**config.mk**
```make
export PLATFORM = sky130hd
export DESIGN_NAME = multicycle_control_flat
export DESIGN_NICKNAME = d
export VERILOG_FILES = /design/src/rtl/mips_ctrl_pkg.sv /design/src/rtl/multicycle_control_if.sv /design/src/rtl/multicycle_control.sv /design/src/flat_wrapper.sv
export SDC_FILE = /design/constraint.sdc
export NUM_CORES = 1
export LEC_CHECK = 0
export CELL_PAD_IN_SITES_DETAIL_PLACEMENT = 1
export CELL_PAD_IN_SITES_GLOBAL_PLACEMENT = 1
export CORE_ASPECT_RATIO = 1.2
export CORE_MARGIN = 4
export CORE_UTILIZATION = 35
export DETAILED_ROUTE_END_ITERATION = 7
export HOLD_SLACK_MARGIN = 0.03
export PLACE_DENSITY = 0.86
export SLEW_MARGIN = 20
export SYNTH_ARGS = -nofsm -noshare
export SYNTH_HDL_FRONTEND = slang
export SYNTH_SLANG_ARGS = --single-unit
export TNS_END_PERCENT = 100
```
**constraint.sdc**
```tcl
create_clock -name clock -period 1.9 [get_ports clock]
set_input_delay 0.285 -clock clock [delete_from_list [all_inputs] [get_ports clock]]
set_output_delay 0.285 -clock clock [all_outputs]
set_load 0.1 [all_outputs]
```
**src/rtl/mips_ctrl_pkg.sv**
```systemverilog
// Shared encodings for the multicycle MIPS controller: FSM states, opcodes,
// ALU/mux select codes and the bundle of datapath control bits.
package mips_ctrl_pkg;

  typedef enum logic [3:0] {
    S_FETCH     = 4'd0,
    S_DECODE    = 4'd1,
    S_MEM_ADDR  = 4'd2,
    S_MEM_READ  = 4'd3,
    S_MEM_WB    = 4'd4,
    S_MEM_WRITE = 4'd5,
    S_R_EXEC    = 4'd6,
    S_R_WB      = 4'd7,
    S_BRANCH    = 4'd8,
    S_JUMP      = 4'd9,
    S_ADDI_EXEC = 4'd10,
    S_ADDI_WB   = 4'd11
  } state_t;

  localparam logic [5:0] OP_R    = 6'b000000;
  localparam logic [5:0] OP_LW   = 6'b100011;
  localparam logic [5:0] OP_SW   = 6'b101011;
  localparam logic [5:0] OP_BEQ  = 6'b000100;
  localparam logic [5:0] OP_J    = 6'b000010;
  localparam logic [5:0] OP_ADDI = 6'b001000;

  localparam logic [1:0] ALUOP_ADD   = 2'b00;
  localparam logic [1:0] ALUOP_SUB   = 2'b01;
  localparam logic [1:0] ALUOP_FUNCT = 2'b10;

  localparam logic [1:0] SRCB_B      = 2'b00;
  localparam logic [1:0] SRCB_FOUR   = 2'b01;
  localparam logic [1:0] SRCB_IMM    = 2'b10;
  localparam logic [1:0] SRCB_IMM_SH = 2'b11;

  localparam logic [1:0] PCSRC_ALU    = 2'b00;
  localparam logic [1:0] PCSRC_ALUOUT = 2'b01;
  localparam logic [1:0] PCSRC_JUMP   = 2'b10;

  typedef struct packed {
    logic       pc_write;
    logic       pc_write_cond;
    logic       iord;
    logic       mem_read;
    logic       mem_write;
    logic       ir_write;
    logic       mem_to_reg;
    logic       reg_dst;
    logic       reg_write;
    logic       alu_src_a;
    logic [1:0] alu_src_b;
    logic [1:0] alu_op;
    logic [1:0] pc_source;
  } ctrl_t;

  function automatic logic op_is_legal(input logic [5:0] op);
    return (op == OP_R) || (op == OP_LW) || (op == OP_SW) ||
           (op == OP_BEQ) || (op == OP_J) || (op == OP_ADDI);
  endfunction

endpackage

```
**src/rtl/multicycle_control_if.sv**
```systemverilog
// Controller <-> datapath bundle: opcode and memory handshake in,
// every select and write enable out.
interface multicycle_control_if;
  logic [5:0] opcode;
  logic       mem_ready;
  logic       PCWrite;
  logic       PCWriteCond;
  logic       IorD;
  logic       MemRead;
  logic       MemWrite;
  logic       IRWrite;
  logic       MemtoReg;
  logic       RegDst;
  logic       RegWrite;
  logic       ALUSrcA;
  logic [1:0] ALUSrcB;
  logic [1:0] ALUOp;
  logic [1:0] PCSource;

  modport master (
    input  opcode, mem_ready,
    output PCWrite, PCWriteCond, IorD, MemRead, MemWrite, IRWrite,
           MemtoReg, RegDst, RegWrite, ALUSrcA, ALUSrcB, ALUOp, PCSource
  );

  modport slave (
    output opcode, mem_ready,
    input  PCWrite, PCWriteCond, IorD, MemRead, MemWrite, IRWrite,
           MemtoReg, RegDst, RegWrite, ALUSrcA, ALUSrcB, ALUOp, PCSource
  );
endinterface

```
**src/rtl/multicycle_control.sv**
```systemverilog
// Moore sequencer for the multicycle MIPS datapath: steps each instruction
// through fetch/decode/execute/memory/writeback and counts retirements.
import mips_ctrl_pkg::*;

module multicycle_control #(
  parameter int COUNT_WIDTH = 32
) (
  input  logic                   clock,
  input  logic                   reset,
  multicycle_control_if.master   bus,
  output logic [3:0]             state,
  output logic                   illegal_op,
  output logic [COUNT_WIDTH-1:0] instr_count
);

  state_t                 state_reg, state_next;
  logic [COUNT_WIDTH-1:0] count_reg;
  logic                   retire;
  ctrl_t                  ctrl;

  always_comb begin
    state_next = S_FETCH;
    retire     = 1'b0;
    case (state_reg)
      S_FETCH:  state_next = bus.mem_ready ? S_DECODE : S_FETCH;
      S_DECODE: begin
        case (bus.opcode)
          OP_R:         state_next = S_R_EXEC;
          OP_LW, OP_SW: state_next = S_MEM_ADDR;
          OP_BEQ:       state_next = S_BRANCH;
          OP_J:         state_next = S_JUMP;
          OP_ADDI:      state_next = S_ADDI_EXEC;
          default:      state_next = S_FETCH;
        endcase
      end
      S_MEM_ADDR: begin
        if (bus.opcode == OP_LW)      state_next = S_MEM_READ;
        else if (bus.opcode == OP_SW) state_next = S_MEM_WRITE;
        else                          state_next = S_FETCH;
      end
      S_MEM_READ: state_next = bus.mem_ready ? S_MEM_WB : S_MEM_READ;
      S_MEM_WRITE: begin
        state_next = bus.mem_ready ? S_FETCH : S_MEM_WRITE;
        retire     = bus.mem_ready;
      end
      S_R_EXEC:    state_next = S_R_WB;
      S_ADDI_EXEC: state_next = S_ADDI_WB;
      S_MEM_WB, S_R_WB, S_BRANCH, S_JUMP, S_ADDI_WB: begin
        state_next = S_FETCH;
        retire     = 1'b1;
      end
      default: state_next = S_FETCH;
    endcase
  end

  always_ff @(posedge clock or posedge reset) begin
    if (reset) begin
      state_reg <= S_FETCH;
      count_reg <= '0;
    end else begin
      state_reg <= state_next;
      if (retire)
        count_reg <= count_reg + COUNT_WIDTH'(1);
    end
  end

  // Pure state decode, except the FETCH write enables which follow mem_ready.
  // Holding everything low during reset guarantees no stray datapath writes.
  always_comb begin
    ctrl = '0;
    if (!reset) begin
      case (state_reg)
        S_FETCH: begin
          ctrl.mem_read  = 1'b1;
          ctrl.alu_src_b = SRCB_FOUR;
          ctrl.alu_op    = ALUOP_ADD;
          ctrl.pc_source = PCSRC_ALU;
          ctrl.ir_write  = bus.mem_ready;
          ctrl.pc_write  = bus.mem_ready;
        end
        S_DECODE:   ctrl.alu_src_b = SRCB_IMM_SH;
        S_MEM_ADDR: begin
          ctrl.alu_src_a = 1'b1;
          ctrl.alu_src_b = SRCB_IMM;
        end
        S_MEM_READ: begin
          ctrl.mem_read = 1'b1;
          ctrl.iord     = 1'b1;
        end
        S_MEM_WB: begin
          ctrl.reg_write  = 1'b1;
          ctrl.mem_to_reg = 1'b1;
        end
        S_MEM_WRITE: begin
          ctrl.mem_write = 1'b1;
          ctrl.iord      = 1'b1;
        end
        S_R_EXEC: begin
          ctrl.alu_src_a = 1'b1;
          ctrl.alu_src_b = SRCB_B;
          ctrl.alu_op    = ALUOP_FUNCT;
        end
        S_R_WB: begin
          ctrl.reg_write = 1'b1;
          ctrl.reg_dst   = 1'b1;
        end
        S_BRANCH: begin
          ctrl.alu_src_a     = 1'b1;
          ctrl.alu_src_b     = SRCB_B;
          ctrl.alu_op        = ALUOP_SUB;
          ctrl.pc_write_cond = 1'b1;
          ctrl.pc_source     = PCSRC_ALUOUT;
        end
        S_JUMP: begin
          ctrl.pc_write  = 1'b1;
          ctrl.pc_source = PCSRC_JUMP;
        end
        S_ADDI_EXEC: begin
          ctrl.alu_src_a = 1'b1;
          ctrl.alu_src_b = SRCB_IMM;
        end
        S_ADDI_WB: ctrl.reg_write = 1'b1;
        default:   ctrl = '0;
      endcase
    end
  end

  assign bus.PCWrite     = ctrl.pc_write;
  assign bus.PCWriteCond = ctrl.pc_write_cond;
  assign bus.IorD        = ctrl.iord;
  assign bus.MemRead     = ctrl.mem_read;
  assign bus.MemWrite    = ctrl.mem_write;
  assign bus.IRWrite     = ctrl.ir_write;
  assign bus.MemtoReg    = ctrl.mem_to_reg;
  assign bus.RegDst      = ctrl.reg_dst;
  assign bus.RegWrite    = ctrl.reg_write;
  assign bus.ALUSrcA     = ctrl.alu_src_a;
  assign bus.ALUSrcB     = ctrl.alu_src_b;
  assign bus.ALUOp       = ctrl.alu_op;
  assign bus.PCSource    = ctrl.pc_source;

  assign illegal_op  = !reset && (state_reg == S_DECODE) && !op_is_legal(bus.opcode);
  assign state       = state_reg;
  assign instr_count = count_reg;

endmodule

```
**src/flat_wrapper.sv**
```systemverilog
// flat-port wrapper written by rule: the top's interface ports become plain ports
module multicycle_control_flat 
#(
  parameter int COUNT_WIDTH = 32
)
  (clock, reset, state, illegal_op, instr_count, bus_opcode, bus_mem_ready, bus_PCWrite, bus_PCWriteCond, bus_IorD, bus_MemRead, bus_MemWrite, bus_IRWrite, bus_MemtoReg, bus_RegDst, bus_RegWrite, bus_ALUSrcA, bus_ALUSrcB, bus_ALUOp, bus_PCSource);
  multicycle_control_if bus_i ();
  input  logic clock;
  input  logic reset;
  output logic [3:0] state;
  output logic illegal_op;
  output logic [COUNT_WIDTH-1:0] instr_count;
  input wire logic [$bits(bus_i.opcode)-1:0] bus_opcode;
  input wire logic [$bits(bus_i.mem_ready)-1:0] bus_mem_ready;
  output wire logic [$bits(bus_i.PCWrite)-1:0] bus_PCWrite;
  output wire logic [$bits(bus_i.PCWriteCond)-1:0] bus_PCWriteCond;
  output wire logic [$bits(bus_i.IorD)-1:0] bus_IorD;
  output wire logic [$bits(bus_i.MemRead)-1:0] bus_MemRead;
  output wire logic [$bits(bus_i.MemWrite)-1:0] bus_MemWrite;
  output wire logic [$bits(bus_i.IRWrite)-1:0] bus_IRWrite;
  output wire logic [$bits(bus_i.MemtoReg)-1:0] bus_MemtoReg;
  output wire logic [$bits(bus_i.RegDst)-1:0] bus_RegDst;
  output wire logic [$bits(bus_i.RegWrite)-1:0] bus_RegWrite;
  output wire logic [$bits(bus_i.ALUSrcA)-1:0] bus_ALUSrcA;
  output wire logic [$bits(bus_i.ALUSrcB)-1:0] bus_ALUSrcB;
  output wire logic [$bits(bus_i.ALUOp)-1:0] bus_ALUOp;
  output wire logic [$bits(bus_i.PCSource)-1:0] bus_PCSource;
  assign bus_i.opcode = bus_opcode;
  assign bus_i.mem_ready = bus_mem_ready;
  assign bus_PCWrite = bus_i.PCWrite;
  assign bus_PCWriteCond = bus_i.PCWriteCond;
  assign bus_IorD = bus_i.IorD;
  assign bus_MemRead = bus_i.MemRead;
  assign bus_MemWrite = bus_i.MemWrite;
  assign bus_IRWrite = bus_i.IRWrite;
  assign bus_MemtoReg = bus_i.MemtoReg;
  assign bus_RegDst = bus_i.RegDst;
  assign bus_RegWrite = bus_i.RegWrite;
  assign bus_ALUSrcA = bus_i.ALUSrcA;
  assign bus_ALUSrcB = bus_i.ALUSrcB;
  assign bus_ALUOp = bus_i.ALUOp;
  assign bus_PCSource = bus_i.PCSource;
  multicycle_control #(.COUNT_WIDTH(COUNT_WIDTH)) u_core (.clock(clock), .reset(reset), .bus(bus_i), .state(state), .illegal_op(illegal_op), .instr_count(instr_count));
endmodule
```
# Yosys cells after proc, flatten, opt, wreduce, memory -nomap -nowiden
# Index checks and enable logic that the tools add are counted.
dict set report totals {
  output_inout_bits 53
  regBits 36
  elab_cells 59
  input_bits 9
}
dict set report classes {
  eq_ne 16
  muxes 22
  n_reduce_logical 18
  n_addsub 1
}
# cell n
set op_table {}
lappend op_table {{32-bit by 1-bit adder with 32-bit output (second input constant)} 1}
lappend op_table {{4-bit case mux with 7 select lines} 1}
lappend op_table {{4-bit case mux with 5 select lines} 1}
lappend op_table {{4-bit by 3-bit equality test with 1-bit output (second input constant)} 4}
lappend op_table {{4-bit equality test (second input constant)} 4}
lappend op_table {{16-bit two-way mux} 1}
lappend op_table {{6-bit equality test (second input constant)} 2}
lappend op_table {{1-bit two-way mux} 10}
lappend op_table {{3-bit two-way mux} 3}
lappend op_table {{4-bit by 2-bit equality test with 1-bit output (second input constant)} 2}
lappend op_table {{2-bit case mux with 2 select lines} 2}
lappend op_table {{2-bit OR reduction} 4}
lappend op_table {{6-bit by 2-bit equality test with 1-bit output (second input constant)} 1}
lappend op_table {{6-bit by 3-bit equality test with 1-bit output (second input constant)} 1}
lappend op_table {{6-bit by 4-bit equality test with 1-bit output (second input constant)} 1}
lappend op_table {{6-bit logical NOT} 1}
lappend op_table {{2-bit case mux with 3 select lines} 1}
lappend op_table {{1-bit logical OR} 5}
lappend op_table {{5-bit OR reduction} 1}
lappend op_table {{4-bit by 1-bit equality test with 1-bit output (second input constant)} 1}
lappend op_table {{4-bit logical NOT} 1}
lappend op_table {{4-bit two-way mux} 1}
lappend op_table {{1-bit case mux with 2 select lines} 2}
lappend op_table {{4-bit OR reduction} 1}
lappend op_table {{other kinds (3)} 5}

# Longest topological paths before layout
dict set report logic_depth {
  ltp_word 8
  mapped_depth 6
  ltp_nobuf 5
}

# Least setup slack after synthesis
# OpenSTA, ideal clock, no wires.
dict set report synth_timing {
  kind {register to output}
  startpoint {register u_core.state_reg[1], in the netlist u_core.state[1]}
  endpoint {output port bus_ALUSrcB[0]}
  required_ns 1.615
  path_stages_with_launch 4
  n_path_buf 2
  slack_ns -2.554
  t_arrival_ns 4.169
  cell_sequence {dfrtp_1 > buf_4 > clkbuf_1 > nor4_1}
}
dict set report synth_via {
  elab_chain_len 4
  word_cells_on_any_way 7
  cone_classes {3 x eq/ne; 2 x mux; 2 x reduce/logical}
}
# item line
set synth_lines {}
lappend synth_lines {{start: declaration} multicycle_control.sv:16} ;# state_t state_reg, state_next;
lappend synth_lines {{start signal: assignment} multicycle_control.sv:61} ;# state_reg <= state_next;
lappend synth_lines {{4-bit by 2-bit equality test with 1-bit output / 4-bit equality test (equally long branches)} multicycle_control.sv:72} ;# case (state_reg)
lappend synth_lines {{2-bit OR reduction (no source line)} n/a}
lappend synth_lines {{2-bit case mux with 3 select lines (*)} multicycle_control.sv:72}
lappend synth_lines {{16-bit two-way mux (*)} multicycle_control.sv:71} ;# if (!reset) begin
lappend synth_lines {{end: declaration} flat_wrapper.sv:25} ;# output wire logic [$bits(bus_i.ALUSrcB)-1:0] bus_ALUSrcB;
# Mark *: on every way between the ends. The rest lies on a longest branch, timed or not.

# Worst setup path in the final report
dict set report layout_timing {
  startpoint {register u_core.state_reg[2], in the netlist u_core.state[2]}
  endpoint {output port bus_PCWrite}
}
dict set report layout_via {
  elab_chain_len 3
  word_cells_on_any_way 4
  cone_classes {1 x eq/ne; 2 x mux; 1 x reduce/logical}
}
# item line
set layout_lines {}
lappend layout_lines {{4-bit equality test / 4-bit logical NOT (equally long branches)} multicycle_control.sv:72}
lappend layout_lines {{1-bit case mux with 2 select lines (*)} multicycle_control.sv:72}
lappend layout_lines {{16-bit two-way mux (*)} multicycle_control.sv:71}
lappend layout_lines {{end: declaration} flat_wrapper.sv:15} ;# output wire logic [$bits(bus_i.PCWrite)-1:0] bus_PCWrite;
# Marks and branches as above.

==> out/qor.yml <==
maxCapViolations: 0
synth_seq_cells: 36
crit_type: "reg -> out"
violations: "setup timing"
ant_nets: 0
placed_cells: 343
finalSetupViolCount: 7
synth_area_leaders: "dfrtp_1 45%, xnor2_1 13%, nand3_1 3.5%"
gr-usage-met1: 0.2531
wl_per_cell_um: 20.65
drv_slew: 0
largest_register_ff_count: 32
drtPass1Iterations: 4
cts_buffers: 5
rows: 30
cp-start-kind: "register"
wl_mm: 7.642
path_max_fanout: 5
gr-usage-met3: 0.03274
synth.largest_area_cell: "dfrtp_1"
die_x_um: 77.24
synth_top_area_share: 0.4475
h-tree-depth: 2
synthDistinctLibCells: 43
io_pins: 62
cp_data_required_time_ps: 1620
grt_pass1_vias: 2281
viasPerCell: 5.522
status: "finished, violations left"
utilization: 0.6313
syn_area_per_cell_sq_um: 9.820
clk_latency_ps: 300
grt_max_degree: 37
met2_usage: 0.4042
track_usage: 0.2216
clk_pin_slew_worst_paths_ps: 70
end_kind: "output port"
ys_seq_area_frac: 0.4475
ir_worst_vdd_mv: 0.8048
overflow: 0
async_flop_share: 1.000
drc_errors: 0
finalPower_uw: 2167
core_sq_mm: 0.005630
powerDensity_mw_per_mm2: 609.6
antenna_found_initial: 0
clock_skew_ps: 6.596
finalHoldViolations: 0
clock_path_buffers: 2
slew_headroom: 0.6928
grt_pass1_wl_mm: 12.25
die_area_sq_mm: 0.007035
holdBufCountCts: 0
portBuffers: 61
route.vias.total: 2043
tightest_slew_ps: 460.8
synth_flop_cell: "dfrtp_1"
cts_sinks: 36
yosys_warnings: 0
area_growth_pct: 76.57
antenna_cells: 0
first_iter_violations: 62
max_freq_mhz: 502.2
finalNonFillerCells: 370
hp-class: "reg -> reg"
cts_tree: "yes"
fin_crit_sh: 1.048
nets: 315
syn-cell-area_sq_mm: 0.002013
syn_inst: 205
layout_setup_ws_ps: -91.27
start_util: 0.3576
p_leak_uw: 0.001514
drive_gt1_frac: 0.5621
fin_crit_ps: 1991
arrival_ps: 1710
clockRootBuffer: "clkbuf_8"
dp_hpwl_mm: 4.823
place_congestion: 0.7872
tns_ps: -250.7
grt-busiest-layer: "met2"
rsz0062_at_grt: "true"
syn_nets: 215
n_fill_cell: 580
synth_enable_flop_cells: 0
chipHeight_um: 91.08
==> stage by stage <==
step / cell area, sq um / setup WS (ps) / hold slack (ps)
final: 3555 / -91.27 / 476.9
after floorplan: 2362 / -372.7 / 423.4
after detailed placement: 3223 / -214.8 / 472.3
after CTS: 3466 / -46.22 / 486.8
after global placement: 3223 / -123.0 / 462.4
after global routing: 3555 / -112.9 / 526.6
==> metal layers <==
layer  share of wire  wire length (um)  vias up
met2            0.55              4166       68
met5               0                 0        -
met1            0.38              2927     1032
met4           0.035               271        0
li1                -                 -      923
met3           0.036               276       20
==> timing repair <==
item,CTS,global route
gates resized for setup,15,13
pin swaps,6,6
gates cloned,0,1
setup buffers,12,6
endpoints found under the setup margin,22,38
==> power by group <==
| part | leakage (uW) | switching, uW | internal (uW) |
|---|---|---|---|
| Sequential | 0.000444 | 49.8 | 809 |
| Combinational | 0.00103 | 510 | 242 |
| Clock | 0.0000424 | 295 | 262 |
==> cell families after synthesis <==
group	Yosys count	synth area share
AOI/OAI and AO/OA	17	0.05470
xor gates and xnor gates	35	0.1523
adders and majority gates	1	0.006214
buffers and inverters	13	0.03045
DFF	36	0.4475
muxes	2	0.01119
and+or+nand+nor	101	0.2977
==> cell usage in the layout, fill, tap and decap left out, types with 7 or more instances in the layout <==
cell type,Yosys,routed
nor2_4,0,8
xnor2_1,29,28
buf_12,0,23
dfrtp_2,0,16
buf_4,3,62
dfrtp_4,0,13
buf_6,0,8
nand3_1,14,14
nand2_1,17,13
nor2_1,16,8
dfrtp_1,36,7
==> cell type report <==
| cell class | instances | area (sq um) | area share |
|---|---|---|---|
| multi-input combinational | 156 | 1306 | 0.3675 |
| timing repair buffer | 102 | 1099 | 0.3090 |
| sequential | 36 | 969.7 | 0.2728 |
| tap | 64 | 80.08 | 0.02253 |
| clock buffer | 7 | 76.32 | 0.02147 |
| inverter | 4 | 15.01 | 0.004224 |
| clock inverter | 1 | 8.758 | 0.002464 |
==> cell usage after synthesis, drive strengths merged, types with 2 or more instances <==
| library cell | count |
|---|---|
| o21ai | 5 |
| nand3 | 15 |
| dfrtp | 36 |
| buf | 4 |
| clkbuf | 5 |
| inv | 4 |
| a21oi | 4 |
| or2 | 5 |
| nand2b | 3 |
| and3 | 7 |
| nor3 | 9 |
| xnor2 | 29 |
| nor4 | 5 |
| xor2 | 6 |
| a221o | 2 |
| nand2 | 17 |
| and2 | 3 |
| nand4 | 7 |
| nor2b | 2 |
| nor2 | 16 |
| mux2 | 2 |
| and4 | 5 |
==> path summary, 6_finish.rpt <==
| kind | end | from | depth (start not counted) | slack, ps |
|---|---|---|---|---|
| min in group asynchronous | u_core.state[1]$_DFF_PP0_ | reset | 4 | 590 |
| worst min register to register | u_core.instr_count[31]$_DFFE_PP0P_ | u_core.instr_count[31]$_DFFE_PP0P_ | 1 | 480 |
| max in group asynchronous | u_core.state[3]$_DFF_PP0_ | reset | 4 | 950 |
| worst min-delay path | u_core.instr_count[31]$_DFFE_PP0P_ | u_core.instr_count[31]$_DFFE_PP0P_ | 1 | 480 |
| worst max register to register | u_core.instr_count[24]$_DFFE_PP0P_ | u_core.state[1]$_DFF_PP0_ | 7 | 20 |
| worst max-delay path | bus_PCWrite | u_core.state[2]$_DFF_PP0_ | 5 | -90 |
==> critical path, stage by stage, from the launching register on <==
cell     delay (ps)
dfrtp_4         510
or2_4           280
nor2_4          120
and3_4          200
or2_4           130
buf_12          160
(Power assumes the default switching activity.)
